<file path="src/rtl/serdesphy_tx_src_mux.sv">
// Transmit source multiplexer: picks one byte-stream source (fixed or round-robin)
// or an idle pattern, and registers the chosen beat into a single output slot.
module serdesphy_tx_src_mux #(
  parameter int                 DATA_W       = 8,
  parameter int                 NUM_SRC      = 4,
  parameter int                 SEL_W        = $clog2(NUM_SRC),
  parameter logic [DATA_W-1:0]  IDLE_PATTERN = {DATA_W{1'b0}}
) (
  input  logic                      clk,
  input  logic                      rst,
  input  logic                      enable,
  input  logic                      tx_idle,
  input  logic                      mode,
  input  logic [SEL_W-1:0]          src_sel,
  input  logic [NUM_SRC*DATA_W-1:0] src_data,
  input  logic [NUM_SRC-1:0]        src_valid,
  output logic [NUM_SRC-1:0]        src_ready,
  output logic [DATA_W-1:0]         mux_data,
  output logic                      mux_valid,
  input  logic                      mux_ready,
  output logic [SEL_W-1:0]          mux_src,
  output logic                      mux_is_idle,
  output logic                      sel_err
);

  logic              r_mux_valid;
  logic [DATA_W-1:0] r_mux_data;
  logic [SEL_W-1:0]  r_mux_src;
  logic              r_mux_is_idle;
  logic              r_sel_err;
  logic [SEL_W-1:0]  r_rr_ptr;

  logic              w_slot_free;
  logic              w_sel_bad;
  logic              w_fix_hit;
  logic              w_rr_hit;
  logic [SEL_W-1:0]  w_rr_idx;
  logic [SEL_W:0]    w_rr_sum;
  logic              w_grant_vld;
  logic [SEL_W-1:0]  w_grant_idx;
  logic [DATA_W-1:0] w_grant_data;
  logic              w_take;

  assign w_slot_free = !r_mux_valid || mux_ready;

  // Out-of-range select only possible when NUM_SRC is not a power of two.
  generate
    if (NUM_SRC < (1 << SEL_W)) begin : g_sel_chk
      assign w_sel_bad = int'(src_sel) >= NUM_SRC;
    end else begin : g_sel_full
      assign w_sel_bad = 1'b0;
    end
  endgenerate

  always_comb begin
    w_fix_hit = 1'b0;
    for (int i = 0; i < NUM_SRC; i++) begin
      if (src_sel == SEL_W'(i) && src_valid[i]) w_fix_hit = 1'b1;
    end
  end

  // Scan from farthest to nearest offset so the nearest valid source after rr_ptr wins.
  always_comb begin
    w_rr_hit = 1'b0;
    w_rr_idx = '0;
    w_rr_sum = '0;
    for (int k = NUM_SRC; k >= 1; k--) begin
      w_rr_sum = {1'b0, r_rr_ptr} + (SEL_W+1)'(k);
      if (w_rr_sum >= (SEL_W+1)'(NUM_SRC)) w_rr_sum = w_rr_sum - (SEL_W+1)'(NUM_SRC);
      if (src_valid[w_rr_sum[SEL_W-1:0]]) begin
        w_rr_hit = 1'b1;
        w_rr_idx = w_rr_sum[SEL_W-1:0];
      end
    end
  end

  assign w_grant_vld = mode ? w_rr_hit : (w_fix_hit && !w_sel_bad);
  assign w_grant_idx = mode ? w_rr_idx : src_sel;
  assign w_take      = !rst && enable && !tx_idle && w_grant_vld && w_slot_free;

  genvar gi;
  generate
    for (gi = 0; gi < NUM_SRC; gi++) begin : g_ready
      assign src_ready[gi] = w_take && (w_grant_idx == SEL_W'(gi));
    end
  endgenerate

  always_comb begin
    w_grant_data = '0;
    for (int i = 0; i < NUM_SRC; i++) begin
      if (w_grant_idx == SEL_W'(i)) w_grant_data = src_data[i*DATA_W +: DATA_W];
    end
  end

  always_ff @(posedge clk) begin
    if (rst) begin
      r_mux_valid   <= 1'b0;
      r_mux_data    <= '0;
      r_mux_src     <= '0;
      r_mux_is_idle <= 1'b0;
      r_sel_err     <= 1'b0;
      r_rr_ptr      <= SEL_W'(NUM_SRC - 1);
    end else if (!enable) begin
      // Flush: pending beat is dropped, arbitration history and error flag survive.
      r_mux_valid   <= 1'b0;
      r_mux_data    <= '0;
      r_mux_src     <= '0;
      r_mux_is_idle <= 1'b0;
    end else begin
      if (!tx_idle && !mode && w_sel_bad) r_sel_err <= 1'b1;
      if (w_slot_free) begin
        if (tx_idle) begin
          r_mux_valid   <= 1'b1;
          r_mux_data    <= IDLE_PATTERN;
          r_mux_src     <= '0;
          r_mux_is_idle <= 1'b1;
        end else if (w_take) begin
          r_mux_valid   <= 1'b1;
          r_mux_data    <= w_grant_data;
          r_mux_src     <= w_grant_idx;
          r_mux_is_idle <= 1'b0;
          if (mode) r_rr_ptr <= w_grant_idx;
        end else begin
          r_mux_valid   <= 1'b0;
        end
      end
    end
  end

  assign mux_valid   = r_mux_valid;
  assign mux_data    = r_mux_data;
  assign mux_src     = r_mux_src;
  assign mux_is_idle = r_mux_is_idle;
  assign sel_err     = r_sel_err;

endmodule

</file>
<file path="config.mk">
export PLATFORM = sky130hd
export DESIGN_NAME = serdesphy_tx_src_mux
export DESIGN_NICKNAME = d
export VERILOG_FILES = /design/src/rtl/serdesphy_tx_src_mux.sv
export SDC_FILE = /design/constraint.sdc
export NUM_CORES = 1
export LEC_CHECK = 0
export CORE_MARGIN = 3
export CORE_UTILIZATION = 36
export DETAILED_ROUTE_END_ITERATION = 8
export GPL_ROUTABILITY_DRIVEN = 0
export HOLD_SLACK_MARGIN = 0.1
export PLACE_DENSITY = 0.76
export SYNTH_ARGS = -nofsm -noshare
export SYNTH_HDL_FRONTEND = slang
export SYNTH_SLANG_ARGS = --single-unit
</file>
<file path="constraint.sdc">
create_clock -name clk -period 2.2 [get_ports clk]
set_input_delay 0.44 -clock clk [delete_from_list [all_inputs] [get_ports clk]]
set_output_delay 0.44 -clock clk [all_outputs]
set_load 0.02 [all_outputs]
</file>
==> results by group, run 1 <==
Outcome
  • Status: finished clean

Logic synthesis
  • Yosys cell types: 34
  • Post-synthesis mux area share: 0.190
  • Synth Area in XOR/XNOR: 0
  • Sequential area share after synthesis: 0.292
  • Synth Area per Inst: 9.33 um^2
  • Adder-Cell Fraction of Synth Area: 0
  • Post-synthesis compound-gate area fraction: 0.212
  • Ys Warns: 0
  • Synthesized Nets: 147
  • Synthesis-stage register bit count: 14
  • Main combinational cell family by area after synthesis: simple AND/OR/NAND/NOR gates
  • Mapped cell area: 961 um^2
  • Mapped Cells: 103
  • Post-Synth Simple-Gate Area: 0.237

Clock network
  • Root Driver: clkbuf_4
  • Max clock buf depth: 2
  • CTS H-tree depth: 1
  • CTS tree: built
  • Clk_lat worst skew: 280 ps
  • Hold-fix buffers, CTS: 0
  • CTS buffer count: 3
  • CTS Sinks: 14
  • Clk slew on worst S/H paths: 90 ps

Timing
  • Max Slew Vio Count: 0
  • Number of failing hold endpoints at the final stage: 0
  • Final critical-path share of the clock period: 0.982
  • Achievable Freq: 463 MHz
  • Post-layout min period: 2160 ps
  • RSZ-0062 raised after global routing: true
  • Endpoints failing setup: 0
  • Final Skew: 11.9 ps

Detailed routing
  • Routed WL: 3020 um
  • Antenna viol nets, final: 0
  • Vias per Instance: 5.11
  • DRC: 0
  • Wirelength per Cell: 14.0 um
  • DR pass1 iterations: 3
  • Vias post-DR: 1104
  • Initial DRC Count: 20

Power
  • Pwr per Cell Area: 399 nW/um^2
  • Pwr Total: 725 uW
  • Peak VDD IR: 0.308 mV
  • Static Leakage: 0.000818 uW

Worst setup path
  • Crit path cell chain: nand2b_4 -> o221a_4 -> a311o_1 -> nor2_1 -> buf_4
  • CP startpoint kind: flip-flop
  • Critical Path Fanout Max: 7
  • CP endpoint kind: output port
  • Crit Path Class: flip-flop to output port
  • CP max-delay cell: dfxtp_4
  • Arrival @ worst endpoint: 1720 ps
  • WP data required: 1760 ps
  • Worst path max stage delay: 380 ps

Die
  • Chip height: 57.7 um
  • Die Width: 57.7 um
  • Die ar.: 3330 um^2
  • Starting Density: 0.384
  • Cell Rows: 18
  • I/O pin count: 61
  • Core area: 2500 um^2

Final layout
  • Layout filler cell count: 190
  • Post-layout instance area: 1820 um^2
  • Share of layout cells above drive strength 1: 0.301
  • Commonest non-fill, non-tap cell in the layout: clkdlybuf4s50_1
  • Most frequent cells in the layout: clkdlybuf4s50_1 (45), buf_4 (29), nand2_1 (16), mux2i_1 (16), dfxtp_1 (13)
  • Register Area: 284 um^2
  • Final nets: 231
  • Area of the multi-input gates: 668 um^2
  • Ant. Diodes: 0
  • Layout area overhead: 89.2%

Job
  • Max Cap Viol: 0

GRT
  • Global-route wire length before repair: 4930 um
  • Gr usage total: 0.190
  • Initial antenna violation count: 0
  • Vias in the first global route: 1157
  • Largest net degree at the start of global routing: 12
  • Total gr overflow: 0

Worst hold path
  • HP Class: flip-flop to flip-flop

Place
  • Hpwl dp: 2370 um
  • Area after DPL: 1690 um^2
  • Port Buffers: 59
==> cells by family after synthesis <==
| kind of cell | Yosys count |
|---|---|
| buffers and inverters | 6 |
| multiplexers | 17 |
| AO/OA/AOI/OAI | 21 |
| AND/OR/NAND/NOR | 44 |
| other | 1 |
| flip-flops | 14 |
==> layout make-up <==
class                      instances  area share
inverter                           1     0.00206
timing repair buffer              84       0.434
multi-input combinational         83       0.368
tap                               30      0.0206
clock buffer                       4      0.0200
sequential                        14       0.156
==> cell usage after synthesis, drive strengths merged <==
| master | instances | area share |
|---|---|---|
| nand2 | 18 | 0.081 |
| a21boi | 3 | 0.023 |
| nand4 | 1 | 0.0065 |
| nand3 | 1 | 0.0052 |
| a311oi | 1 | 0.027 |
| mux2i | 16 | 0.17 |
| mux4 | 1 | 0.023 |
| nor2b | 4 | 0.026 |
| nand2b | 3 | 0.020 |
| conb | 1 | 0.0039 |
| and3 | 1 | 0.0065 |
| a311o | 1 | 0.010 |
| inv | 1 | 0.0039 |
| buf | 5 | 0.061 |
| o221ai | 9 | 0.082 |
| dfxtp | 14 | 0.29 |
| a211o | 2 | 0.018 |
| and2b | 2 | 0.018 |
| and4b | 1 | 0.010 |
| o311a | 1 | 0.010 |
| a31o | 1 | 0.0091 |
| or2 | 1 | 0.0091 |
| a22oi | 1 | 0.0078 |
| nand4b | 1 | 0.0091 |
| nor2 | 11 | 0.046 |
| o221a | 1 | 0.012 |
| a32o | 1 | 0.012 |
==> worst paths after layout <==
check	to	slack, ps	from	depth (start not counted)
min reg2reg	mux_src[1]$_SDFFE_PP0P_	460	mux_src[1]$_SDFFE_PP0P_	2
max	src_ready[0]	40	r_rr_ptr[1]$_SDFFE_PP1P_	5
max reg2reg	r_rr_ptr[0]$_SDFFE_PP1P_	330	r_rr_ptr[1]$_SDFFE_PP1P_	7
min	mux_src[1]$_SDFFE_PP0P_	460	mux_src[1]$_SDFFE_PP0P_	2
==> per-layer routing <==
layer  wire (um)  track usage  share of wire
met3         289       0.0668          0.096
met2        1500        0.332           0.50
met1        1210        0.213           0.40
met5           0            0              0
met4          19       0.0662         0.0063
==> critical path: cells and delay by family, from the launching register on <==
kind                   cells  cell delay (ps)
and+or+nand+nor            2              290
buffers and inverters      1              160
DFF                        1              380
AOI/OAI and AO/OA          2              620
==> repair_timing <==
action / 4_1_cts / 5_1_grt
setup buffers: 2 / 4
endpoints found under the setup margin: 4 / 4
hold endpoints to repair: 0 / 0
pin swaps: 4 / 11
gates resized for setup: 46 / 23
==> power by group <==
group          internal [uW]  switching (uW)  total [uW]
Clock                    101            85.7         186
Sequential               263            6.35         269
Combinational            165             105         269
==> sequential cells by signal, indices dropped and copies added, names as in the netlist <==
name         count
mux_valid        1
r_rr_ptr         2
mux_data         8
mux_is_idle      1
mux_src          2
==> stage by stage <==
| step | setup TNS [ps] | utilization | instances | hold WS [ps] | setup slack [ps] |
|---|---|---|---|---|---|
| 2_1_floorplan | 0 | - | 103 | 519 | 11.5 |
| 3_3_place_gp | -4650 | 0.674 | 206 | 429 | -740 |
| 3_5_place_dp | -5140 | 0.674 | 206 | 448 | -761 |
| 4_1_cts | -15.8 | 0.683 | 212 | 460 | -10.1 |
| 5_1_grt | -26.6 | 0.727 | 216 | 480 | -26.6 |
| 6_report | 0 | 0.727 | 216 | 462 | 40.6 |
Note: power is estimated with default switching activity, not from simulation.
==> run 2, diff against run 1 <==
PLACE_DENSITY = not set   (was 0.76)
PLACE_DENSITY_LB_ADDON = 0.2   (was not set)
TNS_END_PERCENT = 10   (was not set)
==> run 2 against run 1 <==
Sequential power barely moved; clock skew fell by 7.6 ps; power fell by 3.0%; worst setup slack got worse by 17 ps; cell area fell by 4.2%; critical endpoint is now src_ready[3]; largest cell class unchanged.
==> results by group, run 2 (synthesis results as in run 1) <==
Worst hold path
  • Hold Path Cell Cnt: 2
  • HP Class: flip-flop to flip-flop

Timing
  • Final Skew: 4.26 ps
  • Final critical-path share of the clock period: 0.989
  • Endpoints failing setup: 0
  • Achievable Freq: 460 MHz
  • Number of failing hold endpoints at the final stage: 0
  • Post-layout min period: 2180 ps
  • RSZ-0062 raised after global routing: true
  • Max Slew Vio Count: 0

Clock network
  • Clk slew on worst S/H paths: 80 ps
  • Max clock buf depth: 2
  • CTS Sinks: 14
  • Root Driver: clkbuf_4
  • CTS buffer count: 3
  • CTS H-tree depth: 1
  • Clk_lat worst skew: 280 ps
  • Hold-fix buffers, CTS: 0
  • CTS tree: built

Worst setup path
  • CP startpoint kind: flip-flop
  • Crit Path Class: flip-flop to output port
  • Worst reg2reg path depth: 7
  • Critical Path Fanout Max: 4
  • Arrival @ worst endpoint: 1740 ps
  • WP data required: 1760 ps
  • CP endpoint kind: output port

Detailed routing
  • Routed WL: 3070 um
  • DRC: 0
  • Wirelength per Cell: 14.5 um
  • Antenna viol nets, final: 0
  • Initial DRC Count: 18
  • Vias post-DR: 1102
  • DR pass1 iterations: 4
  • Vias per Instance: 5.22

Die
  • Starting Density: 0.384
  • Cell Rows: 18
  • Die ar.: 3330 um^2
  • Chip height: 57.7 um
  • Core area: 2500 um^2
  • Die Width: 57.7 um
  • I/O pin count: 61

Place
  • Port Buffers: 59
  • Area after DPL: 1670 um^2
  • Hpwl dp: 2450 um

Power
  • Static Leakage: 0.000788 uW
  • Pwr per Cell Area: 404 nW/um^2
  • Pwr Total: 703 uW
  • Peak VDD IR: 0.351 mV

Final layout
  • Most frequent cells in the layout: clkdlybuf4s50_1 (45), buf_4 (21), mux2i_1 (16)
  • Max FFs per register: 8
  • Post-layout instance area: 1740 um^2
  • Commonest non-fill, non-tap cell in the layout: clkdlybuf4s50_1
  • Layout filler cell count: 214
  • Final nets: 226
  • Ant. Diodes: 0
  • Layout area overhead: 81.2%
  • Share of layout cells above drive strength 1: 0.298

GRT
  • Initial antenna violation count: 0
  • Total gr overflow: 0
  • Global-route wire length before repair: 4750 um
  • Vias in the first global route: 1055
  • Largest net degree at the start of global routing: 18
  • Gr usage total: 0.184

Job
  • Max Cap Viol: 0

Outcome
  • Status: finished clean
run 2: cell types whose count changed in the layout (fill, tap and decap cells not counted), moves of 2 or more:
cell,delta
nor2_2,+2
buf_6,-2
nor2_4,-2
buf_2,+6
buf_4,-8
run 2: cell type report:
cell class	count	area, um^2	area share
repair buffers	79	712	0.409
inverters	1	3.75	0.00216
flip-flops and latches	14	282	0.162
well taps	30	37.5	0.0216
clock buffers	4	36.3	0.0208
multi-input cells	83	671	0.385
run 2: worst paths after layout:
kind                                          startpoint  slack [ps]                       end
worst max-delay path            r_rr_ptr[1]$_SDFFE_PP1P_          20              src_ready[3]
worst min-delay path             mux_src[0]$_SDFFE_PP0P_         440   mux_src[0]$_SDFFE_PP0P_
worst max register to register  r_rr_ptr[1]$_SDFFE_PP1P_         370  mux_data[6]$_SDFFE_PP0P_
worst min register to register   mux_src[0]$_SDFFE_PP0P_         440   mux_src[0]$_SDFFE_PP0P_
run 2: through the flow:
stage                     cells  setup slack (ps)  setup TNS [ps]  utilization  hold WS (ps)
after global placement      205              -733           -4950        0.666           434
final                       211              23.8               0        0.697           443
after floorplan             103              11.5               0            -           519
after global routing        211             -68.8            -184        0.697           470
after CTS                   210              5.50               0        0.671           447
after detailed placement    205              -763           -5370        0.666           436
run 2: power by group:
group / switching (uW) / total, uW / internal (uW)
combinational: 103 / 251 / 149
clock: 81.6 / 182 / 101
sequential: 5.87 / 269 / 264
total: 190 / 703 / 513
run 2: what timing repair did:
| action | CTS | global route |
|---|---|---|
| setup buffers | 1 | 1 |
| pin swaps | 6 | 7 |
| setup endpoints to repair | 4 | 4 |
| resized for setup | 45 | 14 |
run 2: critical path, stage by stage, from the launching register on:
cell and delay [ps]:
dfxtp_2 350, buf_4 160, nor2b_2 120, a22oi_1 90
a31o_1 240, or2_4 270, nor2_2 100, buf_4 140
run 2: routing by layer:
layer,up-vias,GRT usage,routed length (um)
met4,0,0.0298,13
met1,509,0.212,1250
met5,-,0,0
li1,549,-,-
met2,42,0.339,1600
met3,2,0.0535,195
